## src/rtl/branch_pred_ctrl.sv

```systemverilog
// branch_pred_ctrl
//   Direction predictor and branch-resolution controller for the RV32I pipe.
//   A table of 2^IDX_BITS two-bit saturating counters, indexed by
//   pc[IDX_BITS+1:2], supplies a taken/not-taken prediction to ID.
//   Conditional branches that resolve in EX are checked against the
//   prediction they carried.
//   * On a mispredict, the block requests a redirect and a flush.
//   * In RUN, each resolve trains the indexed counter.
//   After reset, an init FSM clears the table to weakly not-taken, one entry
//   per cycle. While it runs, every prediction is not-taken.
//
// Ports
//   clk, rst_n        clock and synchronous active-low reset
//   id_pc             ID-stage lookup address
//   id_pred_taken     predicted direction for id_pc (combinational)
//   ex_valid          EX holds a valid instruction
//   ex_stall          EX is stalled; the instruction repeats next cycle
//   ex_is_br          EX instruction is a conditional branch
//   ex_pc             EX instruction PC
//   ex_pred_taken     prediction that travelled with the EX instruction
//   ex_br_en          comparator outcome for the EX branch
//   ex_target         pc + B-immediate
//   redirect_valid    mispredict: fetch loads redirect_pc, IF/ID flush
//   redirect_pc       correct next PC (zero when no redirect)
//   init_busy         table clear in progress
//
// Optional feature (macro BRANCH_PERF_CNT_EN)
//   perf_br_cnt       resolve events since reset (wraps at 2^32)
//   perf_mispred_cnt  mispredicts since reset (wraps at 2^32)

module branch_pred_ctrl #(
  parameter int unsigned IDX_BITS = 6
) (
  input  logic        clk,
  input  logic        rst_n,
  input  logic [31:0] id_pc,
  output logic        id_pred_taken,
  input  logic        ex_valid,
  input  logic        ex_stall,
  input  logic        ex_is_br,
  input  logic [31:0] ex_pc,
  input  logic        ex_pred_taken,
  input  logic        ex_br_en,
  input  logic [31:0] ex_target,
  output logic        redirect_valid,
  output logic [31:0] redirect_pc,
  output logic        init_busy
`ifdef BRANCH_PERF_CNT_EN
  ,
  output logic [31:0] perf_br_cnt,
  output logic [31:0] perf_mispred_cnt
`endif
);

  localparam int unsigned DEPTH = 2 ** IDX_BITS;
  localparam logic [IDX_BITS-1:0] IDX_ONE = IDX_BITS'(1);

  typedef enum logic {
    ST_INIT,
    ST_RUN
  } state_e;

  state_e              state_q, state_d;
  logic [IDX_BITS-1:0] init_idx_q, init_idx_d;
  logic [1:0]          table_q [DEPTH];
  logic [1:0]          table_d [DEPTH];

  logic [IDX_BITS-1:0] id_idx;
  logic [IDX_BITS-1:0] ex_idx;
  logic                resolve;
  logic                mispredict;
  logic [1:0]          ctr_cur;
  logic [1:0]          ctr_nxt;
  logic                unused_id_pc_bits;

  assign id_idx = id_pc[IDX_BITS+1:2];
  assign ex_idx = ex_pc[IDX_BITS+1:2];
  assign unused_id_pc_bits = ^{id_pc[31:IDX_BITS+2], id_pc[1:0]};

  // Resolve and mispredict detection. These are combinational from EX.
  // They are gated by rst_n, so a reset cycle never shows a redirect.
  always_comb begin
    resolve    = rst_n & ex_valid & ex_is_br & ~ex_stall;
    mispredict = resolve & (ex_pred_taken != ex_br_en);
  end

  // Saturating counter step for the EX branch index.
  always_comb begin
    ctr_cur = table_q[ex_idx];
    ctr_nxt = ctr_cur;
    if (ex_br_en) begin
      if (ctr_cur != 2'b11) ctr_nxt = ctr_cur + 2'b01;
    end else begin
      if (ctr_cur != 2'b00) ctr_nxt = ctr_cur - 2'b01;
    end
  end

  // Table write port. INIT owns the port while it runs. Otherwise, a
  // resolve event trains the counter.
  always_comb begin
    for (int unsigned i = 0; i < DEPTH; i++) begin
      table_d[i] = table_q[i];
    end
    if (state_q == ST_INIT) begin
      table_d[init_idx_q] = 2'b01;
    end else if (resolve) begin
      table_d[ex_idx] = ctr_nxt;
    end
  end

  // The table is left unreset. Its contents are meaningless until INIT
  // has swept every entry.
  always_ff @(posedge clk) begin
    for (int unsigned i = 0; i < DEPTH; i++) begin
      table_q[i] <= table_d[i];
    end
  end

  // FSM: state register
  always_ff @(posedge clk) begin
    if (!rst_n) begin
      state_q    <= ST_INIT;
      init_idx_q <= '0;
    end else begin
      state_q    <= state_d;
      init_idx_q <= init_idx_d;
    end
  end

  // FSM: next state. The edge that writes the last entry also enters RUN.
  // As a result, INIT spans exactly DEPTH cycles.
  always_comb begin
    state_d    = state_q;
    init_idx_d = init_idx_q;
    case (state_q)
      ST_INIT: begin
        init_idx_d = init_idx_q + IDX_ONE;
        if (init_idx_q == '1) state_d = ST_RUN;
      end
      ST_RUN: begin
        state_d = ST_RUN;
      end
      default: begin
        state_d    = ST_INIT;
        init_idx_d = '0;
      end
    endcase
  end

  // FSM: outputs. Reset is folded in combinationally, so the reset cycle
  // itself shows reset values.
  always_comb begin
    init_busy      = ~rst_n | (state_q == ST_INIT);
    id_pred_taken  = init_busy ? 1'b0 : table_q[id_idx][1];
    redirect_valid = mispredict;
    redirect_pc    = '0;
    if (mispredict) begin
      redirect_pc = ex_br_en ? ex_target : (ex_pc + 32'd4);
    end
  end

`ifdef BRANCH_PERF_CNT_EN
  logic [31:0] perf_br_cnt_q, perf_br_cnt_d;
  logic [31:0] perf_mispred_cnt_q, perf_mispred_cnt_d;

  always_comb begin
    perf_br_cnt_d      = perf_br_cnt_q + (resolve ? 32'd1 : 32'd0);
    perf_mispred_cnt_d = perf_mispred_cnt_q + (mispredict ? 32'd1 : 32'd0);
  end

  always_ff @(posedge clk) begin
    if (!rst_n) begin
      perf_br_cnt_q      <= '0;
      perf_mispred_cnt_q <= '0;
    end else begin
      perf_br_cnt_q      <= perf_br_cnt_d;
      perf_mispred_cnt_q <= perf_mispred_cnt_d;
    end
  end

  assign perf_br_cnt      = perf_br_cnt_q;
  assign perf_mispred_cnt = perf_mispred_cnt_q;
`endif

endmodule

```

## config.mk

```make
export PLATFORM = sky130hd
export DESIGN_NAME = branch_pred_ctrl
export DESIGN_NICKNAME = d
export VERILOG_FILES = /design/src/rtl/branch_pred_ctrl.sv
export SDC_FILE = /design/constraint.sdc
export NUM_CORES = 1
export LEC_CHECK = 0
export BUFFER_PORTS_ARGS = -buffer_cell sky130_fd_sc_hd__buf_2
export CORE_MARGIN = 2
export CORE_UTILIZATION = 50
export DETAILED_ROUTE_END_ITERATION = 10
export PLACE_DENSITY = 0.72
export SLEW_MARGIN = 20
export SYNTH_ARGS = -nofsm -noshare
export SYNTH_HDL_FRONTEND = slang
export SYNTH_SLANG_ARGS = --single-unit
```

## constraint.sdc

```tcl
create_clock -name clk -period 3.8 [get_ports clk]
set_input_delay 0.19 -clock clk [delete_from_list [all_inputs] [get_ports clk]]
set_output_delay 0.19 -clock clk [all_outputs]
set_load 0.02 [all_outputs]
```

==> impl_metrics.yaml <==
clock_tree:
  ctsResizeCount: 0
  post-cts-setup-buffer-count: 0
  insertion_delay_ns: 0.43
  root_buffer: "clkbuf_16"
  cts_tree: "built"
  clock_sinks: 135
  clkSlewWorstSetupHoldPaths_ns: 0.06
  hold_buffers: 0
  cts_made_buffers: 17
  cts_max_level: 4
  clockBufferDepth: 2
sta:
  tightest_slew_ns: 1.10
  slew_headroom_pct: 26.3
  setup_ws_ns: 0.707
  finalSetupTns_ns: 0
  hold_viol: 0
  finalSetupViolCount: 0
  rsz0062_at_grt: "false"
  period_needed_ns: 3.09
  fin_crit_sh_pct: 81.4
  fmax_mhz: 323
  finalMaxSlewViolations: 0
  finClkSkew_ns: 0.0116
setup_path:
  crit_fanout: 23
  cp.arrival_ns: 3.23
  required_ns: 3.93
  cp_top_family: "buffers and inverters"
  critical-path-slowest-cell: "maj3_2"
  critical_path_buf_inv_count: 3
  r2r_start: "table_q[32][1]"
  cp_num_cells: 10
  r2r_end: "table_q[31][1]"
  max_stage_delay_ns: 0.51
  reg2regPathDepth: 8
  crit_path_end_kind: "register"
  rrSetupSlack_ns: 0.75
  cp-start-kind: "primary input"
  crit_chain: "buf_2 > buf_4 > mux2_1 > a22oi_1 > a31oi_1 > a211o_1 > nor4b_1 > maj3_2 > buf_4 > o31ai_1"
  crit_type: "in2reg"
  crit_top_cell: "buf_4"
die:
  die_y_um: 146
  start_util_pct: 51.2
  rows: 51
  core_area_um2: 19600
  pin_count: 138
  die_area_um2: 21200
  die_w_um: 146
min_path:
  hold_depth: 2
  hp-class: "in2reg"
  hold_end: "state_q"
  hold_start: "rst_n"
synthesis:
  syn_nets: 1133
  synthFlopType: "edfxtp_1"
  yosysWarningCount: 0
  synth_top_cell_area_share_pct: 38.3
  netlist_area_um2: 10000
  synth-edff-count: 128
  yosysSeqAreaShare_pct: 39.7
  ys_ff_latch: 135
  post-synth-top-area-cell: "edfxtp_1"
  synth_cells: 1028
  ys_types: 65
  avgSynthCellArea_um2: 9.76
  synth_async_sr_flop_share_pct: 0
  ys_top_cells_by_area: "edfxtp_1, mux4_2, nand3b_1, o31ai_1, a21oi_1"
finish:
  diodes: 0
  area_growth_pct: 13.1
  final_nets: 1180
  fillers: 1699
  drive_above_1_share_pct: 23.3
place:
  dp_hpwl_mm: 21.7
  post-place-ws_ns: 0.411
  portBuffers: 111
  globalplace.congestion: 0.946
route:
  drt_iter0_drc: 1458
  drt-total-wl_mm: 33.7
  ant_nets: 0
  drc: 0
  num_vias: 9426
  viasPerCell: 6.97
  wl_per_cell_um: 24.9
  drt_pass1_iterations: 9
grt:
  grt_max_degree: 79
  grt_pass1_wl_mm: 51.5
  grt_pass1_vias: 9004
  grt-ovfl-total: 0
  grt_usage_pct: 31.2
  grt_antenna_before_repair: 0
power:
  ir_worst_vdd_mv: 0.316
  p_leak_uw: 0.00398
  power_uw: 4540
  powerDensity_nw_per_um2: 400
run:
  cap_violations: 0
status:
  status: "complete, no violations"
[synthesized netlist by cell type (10+ instances only)]
master    instances
a21oi_1          86
a221oi_1         10
buf_2            22
clkbuf_1         91
edfxtp_1        128
mux2i_1          28
mux4_2           27
nand2_1         103
nand3_1          21
nand3b_1         61
nor2_1           63
nor2b_1          12
o21ai_0          66
o31ai_1          59
o32ai_1          47
o32ai_2          22
xnor2_1          13
xor2_1           19
[flip-flops by register name, summed over array words and instances (netlist names)]
| signal | count |
|---|---|
| table_q | 128 |
| init_idx_q | 6 |
| state_q | 1 |
[cell families after synthesis]
| kind of cell | share of synthesized area [%] |
|---|---|
| simple gates | 16.5 |
| buf+inv | 5.85 |
| flops | 39.7 |
| mux | 10.3 |
| xor+xnor | 2.79 |
| fa+ha+maj | 0.462 |
| compound gates | 24.3 |
[worst reg2reg max path, stage by stage (launching register included)]
cell	delay, ns
edfxtp_1	0.42
nor2b_1	0.16
a2111oi_0	0.40
a221oi_1	0.11
a211o_1	0.33
nor4b_1	0.44
maj3_2	0.51
buf_4	0.28
o31ai_1	0.10
[metrics by stage]
| stage | instance area, um2 | hold WS (ns) | util, % | instances |
|---|---|---|---|---|
| 2_1_floorplan | 10000 | 0.312 | - | 1028 |
| 3_3_place_gp | 10800 | 0.518 | 55.0 | 1321 |
| 3_5_place_dp | 10800 | 0.523 | 55.0 | 1321 |
| 4_1_cts | 11300 | 0.0852 | 57.9 | 1353 |
| 5_1_grt | 11300 | 0.0952 | 57.9 | 1353 |
| 6_report | 11300 | 0.0852 | 57.9 | 1353 |
[how the worst max path moves through the flow]
stage,from,end,slack (ns)
finish,ex_pc[3],table_q[31][1],0.71
detailed placement,ex_pc[3],table_q[30][0],0.41
floorplan,id_pc[2],id_pred_taken,0.83
CTS,ex_pc[4],redirect_pc[31],0.81
global route,ex_pc[4],redirect_pc[31],0.61
global placement,ex_pc[3],table_q[30][1],0.46
[where the power goes]
| group | switching (uW) | leakage (uW) | internal [uW] |
|---|---|---|---|
| Sequential | 150 | 0.00148 | 1850 |
| Clock | 649 | 0.000270 | 960 |
| Combinational | 524 | 0.00224 | 404 |
| Total | 1320 | 0.00398 | 3220 |
[cell usage in the layout (no fill, tap or decap), types with 9 or more instances in the layout]
master	n
edfxtp_1	128
buf_2	111
nand2_1	103
a21oi_1	86
o21ai_0	66
nor2_1	62
nand3b_1	61
o31ai_1	59
o32ai_1	47
buf_4	37
mux2i_1	28
mux4_2	27
o32ai_2	22
nand3_1	21
xor2_1	19
clkbuf_16	17
xnor2_1	13
nor2b_1	12
a221oi_1	10
a31oi_1	9
mux2_2	9
a22oi_1	9
[routing by layer]
metal	track usage [%]	wire length (um)	vias up
li1	-	-	4112
met4	15.6	1750	0
met5	0	0	-
met2	47.3	14900	751
met3	8.34	4420	130
met1	41.4	12700	4433
[final cells by class]
| type | count | area, um2 | share of cell area [%] |
|---|---|---|---|
| multi-input cells | 761 | 5500 | 48.5 |
| flip-flops and latches | 135 | 3990 | 35.1 |
| repair buffers | 153 | 933 | 8.23 |
| clock buffers | 19 | 433 | 3.82 |
| well taps | 265 | 332 | 2.92 |
| clock inverters | 13 | 131 | 1.16 |
| inverters | 7 | 26.3 | 0.232 |
Note: power is estimated with default switching activity, not from simulation.
